--- config.mk ---
export PLATFORM = sky130hd
export DESIGN_NAME = secded_stream_codec_flat
export DESIGN_NICKNAME = d
export VERILOG_FILES = /design/src/rtl/secded_pkg.sv /design/src/rtl/secded_stream_codec_if.sv /design/src/rtl/secded_dec_core.sv /design/src/rtl/secded_stream_codec.sv /design/src/flat_wrapper.sv
export SDC_FILE = /design/constraint.sdc
export NUM_CORES = 1
export LEC_CHECK = 0
export CAP_MARGIN = 20
export CORE_UTILIZATION = 50
export DETAILED_ROUTE_END_ITERATION = 12
export GPL_TIMING_DRIVEN = 0
export PLACE_DENSITY = 0.8
export SETUP_SLACK_MARGIN = 0.4
export SLEW_MARGIN = 20
export SYNTH_ARGS = -nofsm -noshare
export SYNTH_HDL_FRONTEND = slang
export SYNTH_SLANG_ARGS = --single-unit
--- constraint.sdc ---
create_clock -name clk -period 2.73 [get_ports clk]
set_clock_uncertainty 0.05 [all_clocks]
set_input_delay 0.4095 -clock clk [delete_from_list [all_inputs] [get_ports clk]]
set_output_delay 0.4095 -clock clk [all_outputs]
set_load 0.01 [all_outputs]
--- src/rtl/secded_pkg.sv ---
// Shared sizing helpers and error classification for the SECDED stream codec.
package secded_pkg;

    typedef enum logic [1:0] {
        CLEAN  = 2'd0,
        SINGLE = 2'd1,
        PARITY = 2'd2,
        DOUBLE = 2'd3
    } err_class_e;

    // Smallest R such that 2^R covers every Hamming position plus the zero syndrome.
    function automatic int check_bits(input int data_w);
        int r;
        r = 1;
        while ((1 << r) < data_w + r + 1) begin
            r++;
        end
        return r;
    endfunction

    function automatic int cw_width(input int data_w);
        return data_w + check_bits(data_w) + 1;
    endfunction

    function automatic logic is_pow2(input int pos);
        return (pos != 0) && ((pos & (pos - 1)) == 0);
    endfunction

    // Payload bit index carried at a non-power-of-two Hamming position.
    function automatic int data_idx(input int pos);
        int n;
        n = 0;
        for (int b = 0; b < 31; b++) begin
            if ((1 << b) <= pos) begin
                n++;
            end
        end
        return pos - 1 - n;
    endfunction

endpackage

--- src/rtl/secded_stream_codec_if.sv ---
// Stream, fault-injection and statistics signals of the SECDED codec in one bundle.
interface secded_stream_codec_if
    import secded_pkg::*;
#(
    parameter int DATA_W = 8,
    parameter int CNT_W  = 16
) ();
    localparam int R    = check_bits(DATA_W);
    localparam int CW_W = cw_width(DATA_W);

    logic              i_valid;
    logic              i_ready;
    logic [DATA_W-1:0] i_data;
    logic [CW_W-1:0]   i_flip_mask;
    logic              o_valid;
    logic              o_ready;
    logic [DATA_W-1:0] o_data;
    logic              o_single_err;
    logic              o_parity_err;
    logic              o_double_err;
    logic [R-1:0]      o_err_pos;
    logic              i_cnt_clr;
    logic [CNT_W-1:0]  o_cnt_corr;
    logic [CNT_W-1:0]  o_cnt_uncorr;

    modport slave (
        input  i_valid, i_data, i_flip_mask, o_ready, i_cnt_clr,
        output i_ready, o_valid, o_data, o_single_err, o_parity_err,
               o_double_err, o_err_pos, o_cnt_corr, o_cnt_uncorr
    );

    modport master (
        output i_valid, i_data, i_flip_mask, o_ready, i_cnt_clr,
        input  i_ready, o_valid, o_data, o_single_err, o_parity_err,
               o_double_err, o_err_pos, o_cnt_corr, o_cnt_uncorr
    );

endinterface

--- src/rtl/secded_dec_core.sv ---
// Combinational syndrome, classification and single-bit correction of one codeword.
module secded_dec_core
    import secded_pkg::*;
#(
    parameter  int DATA_W = 8,
    localparam int R      = check_bits(DATA_W),
    localparam int CW_W   = cw_width(DATA_W)
) (
    input  logic [CW_W-1:0]   cw,
    output logic [DATA_W-1:0] data,
    output err_class_e        err_class,
    output logic [R-1:0]      syndrome
);

    logic [R-1:0]    syn;
    logic            overall;
    logic [CW_W-1:0] fixed;

    always_comb begin
        syn = '0;
        for (int p = 1; p < CW_W; p++) begin
            if (cw[p]) begin
                syn = syn ^ R'(p);
            end
        end
        overall = ^cw;

        // A syndrome beyond the last position cannot be a single flip.
        err_class = CLEAN;
        if (syn == '0) begin
            err_class = overall ? PARITY : CLEAN;
        end else if (!overall || (int'(syn) > CW_W - 1)) begin
            err_class = DOUBLE;
        end else begin
            err_class = SINGLE;
        end

        fixed = cw;
        for (int p = 1; p < CW_W; p++) begin
            if ((err_class == SINGLE) && (syn == R'(p))) begin
                fixed[p] = ~cw[p];
            end
        end

        data = '0;
        for (int p = 1; p < CW_W; p++) begin
            if (!is_pow2(p)) begin
                data[data_idx(p)] = fixed[p];
            end
        end

        syndrome = syn;
    end

endmodule

--- src/rtl/secded_stream_codec.sv ---
// Two-stage SECDED encode/inject/decode pipeline with valid/ready flow and saturating error counters.
module secded_stream_codec
    import secded_pkg::*;
#(
    parameter int DATA_W = 8,
    parameter int CNT_W  = 16
) (
    input logic                  clk,
    input logic                  rst,
    secded_stream_codec_if.slave bus
);

    localparam int R    = check_bits(DATA_W);
    localparam int CW_W = cw_width(DATA_W);

    logic              s1_valid_q, s1_valid_d;
    logic [CW_W-1:0]   s1_cw_q, s1_cw_d;
    logic              s2_valid_q, s2_valid_d;
    logic [DATA_W-1:0] s2_data_q, s2_data_d;
    err_class_e        s2_class_q, s2_class_d;
    logic [R-1:0]      s2_pos_q, s2_pos_d;
    logic [CNT_W-1:0]  cnt_corr_q, cnt_corr_d;
    logic [CNT_W-1:0]  cnt_uncorr_q, cnt_uncorr_d;

    logic [CW_W-1:0]   enc_cw;
    logic              par;
    logic              s1_load, s2_load, in_fire, out_fire;
    logic [DATA_W-1:0] dec_data;
    err_class_e        dec_class;
    logic [R-1:0]      dec_syn;

    // Check bits are still zero while their own parity is accumulated.
    always_comb begin
        enc_cw = '0;
        par    = 1'b0;
        for (int p = 1; p < CW_W; p++) begin
            if (!is_pow2(p)) begin
                enc_cw[p] = bus.i_data[data_idx(p)];
            end
        end
        for (int i = 0; i < R; i++) begin
            par = 1'b0;
            for (int p = 1; p < CW_W; p++) begin
                if (((p >> i) & 1) != 0) begin
                    par = par ^ enc_cw[p];
                end
            end
            enc_cw[1 << i] = par;
        end
        enc_cw[0] = ^enc_cw[CW_W-1:1];
    end

    secded_dec_core #(.DATA_W(DATA_W)) u_dec (
        .cw        (s1_cw_q),
        .data      (dec_data),
        .err_class (dec_class),
        .syndrome  (dec_syn)
    );

    always_comb begin
        s2_load  = !s2_valid_q || bus.o_ready;
        s1_load  = !s1_valid_q || s2_load;
        in_fire  = bus.i_valid && s1_load;
        out_fire = s2_valid_q && bus.o_ready;

        s1_valid_d = s1_load ? bus.i_valid : s1_valid_q;
        s1_cw_d    = in_fire ? (enc_cw ^ bus.i_flip_mask) : s1_cw_q;

        // Output registers only change when a new word enters stage 2, keeping them stable under stall.
        s2_valid_d = s2_load ? s1_valid_q : s2_valid_q;
        s2_data_d  = s2_data_q;
        s2_class_d = s2_class_q;
        s2_pos_d   = s2_pos_q;
        if (s2_load && s1_valid_q) begin
            s2_data_d  = dec_data;
            s2_class_d = dec_class;
            s2_pos_d   = dec_syn;
        end

        cnt_corr_d   = cnt_corr_q;
        cnt_uncorr_d = cnt_uncorr_q;
        if (bus.i_cnt_clr) begin
            cnt_corr_d   = '0;
            cnt_uncorr_d = '0;
        end else if (out_fire) begin
            if (((s2_class_q == SINGLE) || (s2_class_q == PARITY)) && (cnt_corr_q != '1)) begin
                cnt_corr_d = cnt_corr_q + 1'b1;
            end
            if ((s2_class_q == DOUBLE) && (cnt_uncorr_q != '1)) begin
                cnt_uncorr_d = cnt_uncorr_q + 1'b1;
            end
        end
    end

    always_ff @(posedge clk) begin
        if (rst) begin
            s1_valid_q   <= 1'b0;
            s1_cw_q      <= '0;
            s2_valid_q   <= 1'b0;
            s2_data_q    <= '0;
            s2_class_q   <= CLEAN;
            s2_pos_q     <= '0;
            cnt_corr_q   <= '0;
            cnt_uncorr_q <= '0;
        end else begin
            s1_valid_q   <= s1_valid_d;
            s1_cw_q      <= s1_cw_d;
            s2_valid_q   <= s2_valid_d;
            s2_data_q    <= s2_data_d;
            s2_class_q   <= s2_class_d;
            s2_pos_q     <= s2_pos_d;
            cnt_corr_q   <= cnt_corr_d;
            cnt_uncorr_q <= cnt_uncorr_d;
        end
    end

    assign bus.i_ready      = s1_load;
    assign bus.o_valid      = s2_valid_q;
    assign bus.o_data       = s2_data_q;
    assign bus.o_single_err = (s2_class_q == SINGLE);
    assign bus.o_parity_err = (s2_class_q == PARITY);
    assign bus.o_double_err = (s2_class_q == DOUBLE);
    assign bus.o_err_pos    = s2_pos_q;
    assign bus.o_cnt_corr   = cnt_corr_q;
    assign bus.o_cnt_uncorr = cnt_uncorr_q;

endmodule

--- src/flat_wrapper.sv ---
// flat-port wrapper written by rule: the top's interface ports become plain ports
module secded_stream_codec_flat import secded_pkg::*;
#(
    parameter int DATA_W = 8,
    parameter int CNT_W  = 16
)
  (clk, rst, bus_i_valid, bus_i_data, bus_i_flip_mask, bus_o_ready, bus_i_cnt_clr, bus_i_ready, bus_o_valid, bus_o_data, bus_o_single_err, bus_o_parity_err, bus_o_double_err, bus_o_err_pos, bus_o_cnt_corr, bus_o_cnt_uncorr);
  secded_stream_codec_if #(.DATA_W(DATA_W), .CNT_W(CNT_W)) bus_i ();
  input logic clk;
  input logic rst;
  input wire logic [$bits(bus_i.i_valid)-1:0] bus_i_valid;
  input wire logic [$bits(bus_i.i_data)-1:0] bus_i_data;
  input wire logic [$bits(bus_i.i_flip_mask)-1:0] bus_i_flip_mask;
  input wire logic [$bits(bus_i.o_ready)-1:0] bus_o_ready;
  input wire logic [$bits(bus_i.i_cnt_clr)-1:0] bus_i_cnt_clr;
  output wire logic [$bits(bus_i.i_ready)-1:0] bus_i_ready;
  output wire logic [$bits(bus_i.o_valid)-1:0] bus_o_valid;
  output wire logic [$bits(bus_i.o_data)-1:0] bus_o_data;
  output wire logic [$bits(bus_i.o_single_err)-1:0] bus_o_single_err;
  output wire logic [$bits(bus_i.o_parity_err)-1:0] bus_o_parity_err;
  output wire logic [$bits(bus_i.o_double_err)-1:0] bus_o_double_err;
  output wire logic [$bits(bus_i.o_err_pos)-1:0] bus_o_err_pos;
  output wire logic [$bits(bus_i.o_cnt_corr)-1:0] bus_o_cnt_corr;
  output wire logic [$bits(bus_i.o_cnt_uncorr)-1:0] bus_o_cnt_uncorr;
  assign bus_i.i_valid = bus_i_valid;
  assign bus_i.i_data = bus_i_data;
  assign bus_i.i_flip_mask = bus_i_flip_mask;
  assign bus_i.o_ready = bus_o_ready;
  assign bus_i.i_cnt_clr = bus_i_cnt_clr;
  assign bus_i_ready = bus_i.i_ready;
  assign bus_o_valid = bus_i.o_valid;
  assign bus_o_data = bus_i.o_data;
  assign bus_o_single_err = bus_i.o_single_err;
  assign bus_o_parity_err = bus_i.o_parity_err;
  assign bus_o_double_err = bus_i.o_double_err;
  assign bus_o_err_pos = bus_i.o_err_pos;
  assign bus_o_cnt_corr = bus_i.o_cnt_corr;
  assign bus_o_cnt_uncorr = bus_i.o_cnt_uncorr;
  secded_stream_codec #(.DATA_W(DATA_W), .CNT_W(CNT_W)) u_core (.clk(clk), .rst(rst), .bus(bus_i));
endmodule
[Word level (Yosys, flattened, before mapping)]
Index checks and enable logic that the tools add are counted.
Word-level totals
  output and inout bits: 49
  register bits after elaboration: 61
Operators by class
  $add $sub $neg: 2
  $lt $le $gt $ge: 1
  reductions and logical operators: 26
  eq/ne operators: 14
  bitwise logic cells: 34
  mux-type cells: 23
Operator list (number)
  $add A16 B1 Y16 const B: 2
  $ne A16 B16 Y1 const B: 2
  $mux W4: 5
  $eq A4 B4 Y1 const B: 4
  $xor A1 B1 Y1: 14
  $logic_and A1 B1 Y1: 13
  $reduce_xor A13 Y1: 1
  $xor A13 B13 Y13: 1
  $eq A4 B3 Y1 const B: 3
  $mux W3: 4
  $not A2 Y2: 6
  $reduce_xor A12 Y1: 1
  $mux W2: 5
  $mux W1: 9
  $not A1 Y1: 8
  $not A3 Y3: 2
  $eq A2 B1 Y1 const B: 2
  $eq A2 B2 Y1 const B: 2
  $eq A4 B2 Y1 const B: 1
  $gt A4 B4 Y1 const B: 1
  $logic_not A4 Y1: 1
  $logic_or A1 B1 Y1: 4
  $reduce_and A2 Y1: 2
  $logic_not A1 Y1: 3
  other kinds (2): 4

[Longest topological paths before layout]
Gate-level depths: netlist (run 1).
  depth after elaboration: 27
  depth in mapped cells: 8
  gate-level depth less buffers: 8

[By module]
From an unflattened synthesis (run 1), not the netlist that was laid out.
Unflattened totals
  cells, all modules: 392
  area, all modules: 3285.7 sq um
By module, submodules not included
  secded_stream_codec: area each 2816.5 sq um, cells each 335, instances 1
  secded_dec_core: area each 469.2 sq um, cells each 57, instances 1

[Worst setup path before layout (run 1)]
No wires, ideal clock.
  kind: flip-flop to flip-flop
  start point: reg u_core.s1_cw_q[7]
  end point: reg u_core.s2_data_q[5], in the netlist u_core.bus.o_data[5]
  data required time: 2.594 ns
  stages on the path, launching flop included: 7
  library setup time: 0.086 ns
  buffers on the path: 0
  setup slack: 0.792 ns
  arrival: 1.803 ns
  path through: dfxtp_1 -> xnor2_4 -> xnor2_1 -> or4b_4 -> a21oi_1 -> xnor2_1 -> a211oi_1
Between the ends
  word-level cells in the longest chain between the ends: 15
  elaborated cells between the ends (all ways): 22
  those cells by class: 1 x order compare; 2 x eq/ne; 10 x mux; 4 x bitwise; 5 x reduce/logical
RTL lines
  start: declaration: RTL line secded_stream_codec.sv:17  | logic [CW_W-1:0] s1_cw_q, s1_cw_d;
  start signal: assignment: RTL line secded_stream_codec.sv:107  | s1_cw_q <= s1_cw_d;
  $mux W3: RTL line secded_dec_core.sv:22  | if (cw[p]) begin
  $mux W4: RTL line secded_dec_core.sv:22
  $not A2 Y2 (no line) or $mux W4 (tied branches)
  $mux W4 or $not A2 Y2 (tied branches)
  $mux W4: RTL line secded_dec_core.sv:22
  $not A3 Y3 (no line)
  $mux W4 (2 in series): RTL line secded_dec_core.sv:22
  $gt A4 B4 Y1: RTL line secded_dec_core.sv:32  | end else if (!overall || (int'(syn) > CW_W - 1)) begin
  $logic_or A1 B1 Y1: RTL line secded_dec_core.sv:32
  $mux W2: RTL line secded_dec_core.sv:32
  $mux W2: RTL line secded_dec_core.sv:30  | if (syn == '0) begin
  $eq A2 B1 Y1: RTL line secded_dec_core.sv:40  | if ((err_class == SINGLE) && (syn == R'(p))) begin
  $logic_and A1 B1 Y1 *: RTL line secded_dec_core.sv:40
  $mux W1 *: RTL line secded_dec_core.sv:40
  end signal: assignment: RTL line secded_stream_codec.sv:109  | s2_data_q <= s2_data_d;
  end: declaration: RTL line secded_stream_codec.sv:19  | logic [DATA_W-1:0] s2_data_q, s2_data_d;
Every way passes the cells marked *; elsewhere a longest branch is shown, timed or not.
A chain may end at the register's enable or synchronous reset.

[Final worst setup path (run 1)]
  start point: in bus_o_ready
  end point: out bus_i_ready
Between the ends
  word-level cells in the longest chain between the ends: 2
RTL lines
  start: declaration: RTL line flat_wrapper.sv:14  | input wire logic [$bits(bus_i.o_ready)-1:0] bus_o_ready;
  $logic_or A1 B1 Y1: RTL line secded_stream_codec.sv:61  | s2_load = !s2_valid_q || bus.o_ready;
  $logic_or A1 B1 Y1: RTL line secded_stream_codec.sv:62  | s1_load = !s1_valid_q || s2_load;
  end: declaration: RTL line flat_wrapper.sv:16  | output wire logic [$bits(bus_i.i_ready)-1:0] bus_i_ready;
Every way passes these cells.

==> results.md, run 1 <==
- Overall die height: 82.2 um
- HPWL Detailed: around 5400 um
- Global routing usage summed across all routing layers: 22.5%
- Post-synthesis instance area: ~3200 sq um
- Placed cell count: between 500 and 600
- Pins Over Slew Limit: 0
- Post-detailed-route via-to-cell ratio: 5.29
- Post-Synth XOR/XNOR Area: between 20% and 30%
- Post-detailed-route wirelength per cell: ~13 um
- Setup repair after global routing missed its margin: no
- Nature of the critical path startpoint: input port
- Combinational cell fraction of total power: a little over a quarter
- Share of synthesized area occupied by flip-flops and latches: 38.0%
- Ys Warns: 0
- Kind of critical path: in -> out
- Max clock buf depth: 2
- Total wirelength of the detailed-routed design: 6840 um
- Final global-route overflow total: 0
- Area added between synthesis and finish: 31.7%
- Outcome: finished clean
- Synthesized area per cell: between 8 and 9 sq um
- DRC marker count from the first detailed-route iteration: 91
- Clock insertion delay at the later pin of the skew report: roughly 0.34 ns
- Power density normalized to cell area: 539 nW/um^2
- Critical path data arrival time: ~1.7 ns
- Pin count of the biggest net entering global routing: 11
- I/O Pins: 75
- Number of clock buffers inserted by TritonCTS: 9
- Detail Route Antenna Nets: 0
- Initial cell density of the core: a little over half
- Internal power component: between 1.5 and 2 mW
- Mux cell area share after synthesis: less than 1%
- Count of final setup violators: 0
- Total number of vias: between 2,000 and 3,000
- # DRC: 0
- Actual slew at the worst max-slew pin: 0.474 ns
- Sw power: 0.656 mW
- Clock root cell: sky130_fd_sc_hd__clkbuf_8
- Biggest area consumer among synthesized cells: sky130_fd_sc_hd__dfxtp_1
- Final core utilization: a little over two thirds
- Max Cap Viol: 0
- Switching fraction of total power: between 20 and 30%
- Number of standard cells in the final layout excluding fillers: around 530
- Async set-or-reset flop fraction in the synthesized netlist: 0%
- Achievable Freq: ~460 MHz
- Shortest clock period the worst path allows after layout: 2.18 ns
- Std-Cell Core Area: between 6000 and 7000 sq um
- Slowest cell on the critical path: sky130_fd_sc_hd__clkdlybuf4s50_1
- DR pass1 iterations: 4
- Post-synthesis compound-gate area fraction: 9.73%
- Final Hold Vio Count: 0
- Fillcell total: slightly below 500
- Count of mapped cells out of synthesis: 368
- Fraction of layout instances using a drive strength above 1: ~4.8%
- Data required time at the worst endpoint: 2.27 ns
- CTS tree: built
- Post-synth EDFFs: 0
- Class of the most critical hold timing path: reg -> reg
- Wire length of the first global-routing pass: about 11,000 um
- Power share of the clock group: a little under a third
- Routability-driven placement congestion ratio: between 0.8 and 0.9
- Most common cell on crit path: sky130_fd_sc_hd__clkdlybuf4s50_1
- IR drop worst, VDD: 325 uV
- Biggest fanout along the worst timing path: 5
- Number of core rows: 28
- Top cell type's share of synthesized area: 38.0%
- Netlist cell types: between 40 and 50
- Post-route fraction of the period consumed by the critical path: between 70% and 80%
- Depth of the CTS H-tree: 3
- Cell with the most instances after synthesis: sky130_fd_sc_hd__nor2_1
- Kind of end point of the critical path: primary output
- CTS sink cnt: 61
- Buf/Inv on CP: 2
- LEAKAGE: approximately 1.5 nW
- Cell types with the largest area share after synthesis: sky130_fd_sc_hd__dfxtp_1 (38%), sky130_fd_sc_hd__xnor2_1 (13%), sky130_fd_sc_hd__nor2_1 (7.4%)
- Fraction of power consumed by sequential logic: 42.5%
- Combinational family with the most area after synthesis: simple AND/OR/NAND/NOR gates
- Via count of the first global-routing pass: roughly 2,600
- Die width: between 80 and 90 um
- Area of the die: 6760 sq um
- Number of antenna violations at the first check in global routing: 0
- Antenna fix cells: 0
- Clock-pin slew on the worst setup and hold paths: approximately 0.06 ns
- Cell chain of the critical path: clkdlybuf4s50_1 -> nor2b_2 -> nand2_1 -> clkdlybuf4s50_1
- Number of nets in the synthesized netlist: 399
- Post-Synth Adder-Cell Area: 1.95%
- Remaining max-slew budget at the tightest pin: 68.1%
- CP top delay family: buffers and inverters
- Synthesis-stage register bit count: 61
- Setup tns final: 0 ns
- Top flip-flop cell by instance count after synthesis: sky130_fd_sc_hd__dfxtp_1
- Most frequent cells after synthesis: sky130_fd_sc_hd__nor2_1 (63), sky130_fd_sc_hd__dfxtp_1 (61), sky130_fd_sc_hd__xnor2_1 (47)
- Count of buffers added by post-CTS timing repair for setup: 0
- Basic-gate share of the synthesized area counting and, or, nand and nor cells: a little under a quarter
- Layout net count: ~480
- Port bufs: 74
- Slowest stage delay, CP: approximately 0.5 ns
## per-stage QoR
step	instance area (sq um)	power [mW]	hold slack [ns]	worst slack [ns]
after floorplan	3220	1.42	0.394	0.792
after global placement	4050	1.57	0.391	0.422
after detailed placement	4050	1.58	0.402	0.398
after CTS	4230	2.31	0.411	0.453
after global routing	4230	2.41	0.428	0.448
final	4230	2.28	0.404	0.549
## final timing paths
kind | start | to | slack, ns | cells after the start
hold / removal | u_core.bus.o_err_pos[2]$_SDFFE_PP0P_ | u_core.bus.o_err_pos[2]$_SDFFE_PP0P_ | 0.40 | 2
setup reg to reg | u_core.s1_cw_q[3]$_SDFFE_PP0P_ | u_core.bus.o_data[4]$_SDFFE_PP0P_ | 0.58 | 6
hold reg to reg | u_core.bus.o_err_pos[2]$_SDFFE_PP0P_ | u_core.bus.o_err_pos[2]$_SDFFE_PP0P_ | 0.40 | 2
setup / recovery | bus_o_ready | bus_i_ready | 0.55 | 4
## cell usage in the layout (no fill, tap or decap), types with 3 or more instances in the layout
cell	count
sky130_fd_sc_hd__mux2i_1	3
sky130_fd_sc_hd__clkbuf_1	14
sky130_fd_sc_hd__xnor3_1	3
sky130_fd_sc_hd__or3_1	3
sky130_fd_sc_hd__clkbuf_8	12
sky130_fd_sc_hd__nand2b_1	5
sky130_fd_sc_hd__nand3_1	13
sky130_fd_sc_hd__and3_1	5
sky130_fd_sc_hd__o21ai_0	5
sky130_fd_sc_hd__inv_1	4
sky130_fd_sc_hd__a211oi_1	18
sky130_fd_sc_hd__nand4_1	9
sky130_fd_sc_hd__clkdlybuf4s50_1	74
sky130_fd_sc_hd__nor3_1	8
sky130_fd_sc_hd__dfxtp_1	61
sky130_fd_sc_hd__nor2_1	63
sky130_fd_sc_hd__and4_1	5
sky130_fd_sc_hd__ha_1	5
sky130_fd_sc_hd__a21oi_1	19
sky130_fd_sc_hd__nand2_1	27
sky130_fd_sc_hd__xnor2_1	47
sky130_fd_sc_hd__nor4_1	3
sky130_fd_sc_hd__xor2_1	26
## final cells by class
type	instances	area (sq um)	area share, %
Inverter	4	15.0	0.355
Timing Repair Buffer	74	741	17.5
Clock inverter	1	5.00	0.118
Multi-Input combinational cell	290	1930	45.6
Tap cell	75	93.8	2.22
Clock buffer	14	173	4.08
Sequential cell	61	1220	28.8
Buffer	13	56.3	1.33
## sequential cells by signal, indices dropped and copies added (netlist names)
name and count:
u_core.bus.o_cnt_corr 16, u_core.bus.o_cnt_uncorr 16, u_core.s1_cw_q 13, u_core.bus.o_data 8, u_core.bus.o_err_pos 4, u_core.s2_class_q 2, u_core.bus.o_valid 1, u_core.s1_valid_q 1
## layer usage
layer / vias to the layer above / global-route usage, % / part of all wire, %
met2: 81 / 38.3 / 48
met5: - / 0 / 0
met1: 1273 / 27.3 / 46
met4: 0 / 11.8 / 1.9
li1: 1445 / - / -
met3: 13 / 3.41 / 4.2
## what timing repair did
item,CTS,global route
setup endpoints to repair,0,6
hold buffers,0,0
gates resized for setup,0,2
## worst register-to-register path: stages, from the launching register on
cell and delay, ns:
sky130_fd_sc_hd__dfxtp_1 0.42, sky130_fd_sc_hd__xor2_1 0.27, sky130_fd_sc_hd__xor2_1 0.21, sky130_fd_sc_hd__or4b_4 0.57, sky130_fd_sc_hd__a21oi_1 0.23, sky130_fd_sc_hd__xnor2_1 0.09
sky130_fd_sc_hd__a211oi_1 0.22
## kinds of logic after synthesis
family                   count (synthesis)
AND/OR/NAND/NOR                        155
XOR/XNOR                                78
flip-flops                              61
AO/OA/AOI/OAI                           49
buffers and inverters                   17
adder cells (fa/ha/maj)                  5
multiplexers                             3
## power by group through the flow
stage,clock network [mW],logic (mW),registers [mW]
CTS,0.744,0.594,0.971
global placement,0,0.578,0.989
detailed placement,0,0.593,0.991
global route,0.775,0.655,0.975
floorplan,0,0.425,0.991
finish,0.718,0.595,0.970
(Power assumes the default switching activity.)
==> run 2: changes to the inputs <==
==> constraint.sdc (replaced) <==
create_clock -name clk -period 2.2 [get_ports clk]
set_clock_uncertainty 0.05 [all_clocks]
set_input_delay 0.33 -clock clk [delete_from_list [all_inputs] [get_ports clk]]
set_output_delay 0.33 -clock clk [all_outputs]
set_load 0.01 [all_outputs]
==> results.md, run 2 (synthesis results as in run 1) <==
- Fillcell total: 334 (was 490)
- Reg-to-Reg End: u_core.bus.o_data[2]$_SDFFE_PP0P_ (was u_core.bus.o_data[4]$_SDFFE_PP0P_)
- Post-detailed-route via-to-cell ratio: 6.01 (was 5.29)
- Uppermost routed layer: met4 (unchanged)
- Clock root cell: sky130_fd_sc_hd__clkbuf_8 (unchanged)
- Number of clock buffers inserted by TritonCTS: 9 (unchanged)
- DRC marker count from the first detailed-route iteration: 397 (was 91)
- Met1 WL: 4220 um (was 3120 um)
- Number of cells on the worst hold path: 3 (was 2)
- Fraction of layout instances using a drive strength above 1: 27.5% (was 4.81%)
- Class of the most critical hold timing path: in -> reg (was reg -> reg)
- I/O Pins: 75 (unchanged)
- Area of the die: 6760 sq um (unchanged)
- Nature of the critical path startpoint: flop (was input port)
- Most frequent standard cell in the layout excluding fill and tap cells: sky130_fd_sc_hd__clkdlybuf4s50_1 (unchanged)
- Port bufs: 74 (unchanged)
- DR pass1 iterations: 5 (was 4)
- HPWL Detailed: 5500 um (was 5410 um)
- Tightest hold margin: 0.389 ns (was 0.404 ns)
- CTS sink cnt: 61 (unchanged)
- Number of cell instances on the worst register-to-register path: 5 (was 6)
- Initial cell density of the core: 53.1% (unchanged)
- Global routing usage summed across all routing layers: 27.4% (was 22.5%)
- Std-Cell Core Area: 6060 sq um (unchanged)
- Total wirelength of the detailed-routed design: 10,700 um (was 6840 um)
- Total number of vias: 3,392 (was 2,812)
- IR drop worst, VDD: 703 uV (was 325 uV)
- Max Cap Viol: 0 (unchanged)
- Final core utilization: 83.6% (was 69.9%)
- Layout net count: 515 (was 484)
- Slowest stage delay, CP: 0.48 ns (was 0.50 ns)
- Count of final setup violators: 0 (unchanged)
- Outcome: finished clean (unchanged)
- Die width: 82.2 um (unchanged)
- Origin of the critical flop-to-flop path: u_core.s1_cw_q[12]$_SDFFE_PP0P_ (was u_core.s1_cw_q[3]$_SDFFE_PP0P_)
- Clock insertion delay at the later pin of the skew report: 0.36 ns (was 0.34 ns)
- Final standard cell area without fillers: 5060 sq um (was 4230 sq um)
- Final global-route overflow total: 0 (unchanged)
- Clock-pin slew on the worst setup and hold paths: 0.07 ns (was 0.06 ns)
- Length of routed met2 wiring: 5290 um (was 3310 um)
- CTS tree: built (unchanged)
- Shortest clock period the worst path allows after layout: between 2 and 2.5 ns
- Critical path data arrival time: 2.27 ns (was 1.72 ns)
- Detailed-routed wire length on met3: 766 um (was 288 um)
- Hold endpoint: u_core.s1_cw_q[11]$_SDFFE_PP0P_ (was u_core.bus.o_err_pos[2]$_SDFFE_PP0P_)
- Max clock buf depth: 2 (unchanged)
- Detail Route Antenna Nets: 0 (unchanged)
- Biggest fanout along the worst timing path: 10 (was 5)
- Area added between synthesis and finish: 57.5% (was 31.7%)
- Depth of the CTS H-tree: 3 (unchanged)
- Number of antenna violations at the first check in global routing: 1 (was 0)
- Power density normalized to cell area: 720 nW/um^2 (was 539 nW/um^2)
- Remaining max-slew budget at the tightest pin: 56.2% (was 68.1%)
- Kind of end point of the critical path: flop (was primary output)
- Achievable Freq: 488 MHz
- Via count of the first global-routing pass: 2,927 (was 2,558)
- Slowest cell on the critical path: sky130_fd_sc_hd__clkbuf_1 (was sky130_fd_sc_hd__clkdlybuf4s50_1)
- Placed cell count: 517 (unchanged)
- Commonest cells after routing, fill and taps aside: sky130_fd_sc_hd__clkdlybuf4s50_1 (68), sky130_fd_sc_hd__nor2_1 (61), sky130_fd_sc_hd__xnor2_1 (37) (was sky130_fd_sc_hd__clkdlybuf4s50_1 (74), sky130_fd_sc_hd__nor2_1 (63), sky130_fd_sc_hd__dfxtp_1 (61))
- Actual slew at the worst max-slew pin: 0.657 ns (was 0.474 ns)
- Post-route fraction of the period consumed by the critical path: just over 90%
- Number of standard cells in the final layout excluding fillers: 564 (was 532)
- Reg2Reg Setup Slack: 0.15 ns (was 0.58 ns)
- Kind of critical path: reg -> reg (was in -> out)
- Wire length of the first global-routing pass: 13,700 um (was 11,400 um)
- Setup repair after global routing missed its margin: yes (was no)
- LEAKAGE: 1.86 nW (was 1.49 nW)
- Min-delay src: bus_i_data[6] (was u_core.bus.o_err_pos[2]$_SDFFE_PP0P_)
- Data required time at the worst endpoint: 2.42 ns (was 2.27 ns)
- # DRC: 0 (unchanged)
- Final Hold Vio Count: 0 (unchanged)
- Setup tns final: 0 ns (unchanged)
- Overall die height: 82.2 um (unchanged)
- Pins Over Slew Limit: 0 (unchanged)
- Post-DP Area: 4130 sq um (was 4050 sq um)
- Number of core rows: 28 (unchanged)
- Cell chain of the critical path: clkbuf_1 -> nand4_1 -> a21oi_4 -> xnor2_1 -> a211oi_1 (was clkdlybuf4s50_1 -> nor2b_2 -> nand2_1 -> clkdlybuf4s50_1)
- Post-detailed-route wirelength per cell: 19.0 um (was 12.9 um)
- Pin count of the biggest net entering global routing: 11 (unchanged)
- Routability-driven placement congestion ratio: 0.899 (was 0.862)
run 2: power by group:
| part | internal [mW] | leakage (nW) | switching [mW] |
|---|---|---|---|
| combinational | 0.570 | 1.23 | 0.570 |
| sequential | 1.15 | 0.511 | 0.0827 |
| clock | 0.807 | 0.125 | 0.462 |
run 2: how the worst max path moves through the flow:
stage                                         start                                     to  slack [ns]  cells after the start
floorplan            u_core.s1_cw_q[1]$_SDFFE_PP0P_      u_core.bus.o_data[5]$_SDFFE_PP0P_        0.36                      6
global placement                        bus_o_ready  u_core.bus.o_cnt_corr[6]$_SDFFE_PP0P_        0.06                      7
detailed placement                      bus_o_ready  u_core.bus.o_cnt_corr[6]$_SDFFE_PP0P_        0.02                      7
CTS                  u_core.s1_cw_q[8]$_SDFFE_PP0P_      u_core.bus.o_data[2]$_SDFFE_PP0P_        0.25                      7
global route        u_core.s1_cw_q[12]$_SDFFE_PP0P_      u_core.bus.o_data[2]$_SDFFE_PP0P_        0.07                      5
finish              u_core.s1_cw_q[12]$_SDFFE_PP0P_      u_core.bus.o_data[2]$_SDFFE_PP0P_        0.15                      5
run 2: repair_timing:
item                       CTS  global route
buffers inserted            16            15
setup endpoints to repair   31            45
hold buffers                 0             0
pin swaps                   22            20
gates resized for setup     49            60
run 2: area by class of cell:
cell class	instances	area, sq um	area share [%]
diodes	1	2.50	0.0494
plain buffers	13	57.6	1.14
clock buffers	11	151	2.99
clock inverters	4	95.1	1.88
inverters	4	17.5	0.346
multi-input cells	290	2360	46.6
flip-flops and latches	61	1280	25.3
well taps	75	93.8	1.85
repair buffers	105	1000	19.8
run 2: stage by stage:
step	power [mW]	setup WS, ns
2_1_floorplan	1.82	0.363
3_3_place_gp	2.01	0.0587
3_5_place_dp	2.03	0.0245
4_1_cts	3.42	0.252
5_1_grt	3.75	0.0652
6_report	3.65	0.150
run 2: layer usage:
layer  up-vias  GRT usage [%]
met1      1644           30.4
met4         0           14.2
met5         -              0
li1       1497              -
met2       203           47.6
met3        48           7.36
run 2: critical path: cells and delay by family (launching register included):
| kind | cells | cell delay (ns) |
|---|---|---|
| buf+inv | 1 | 0.48 |
| simple gates | 1 | 0.39 |
| flops | 1 | 0.46 |
| compound gates | 2 | 0.49 |
| xor+xnor | 1 | 0.11 |
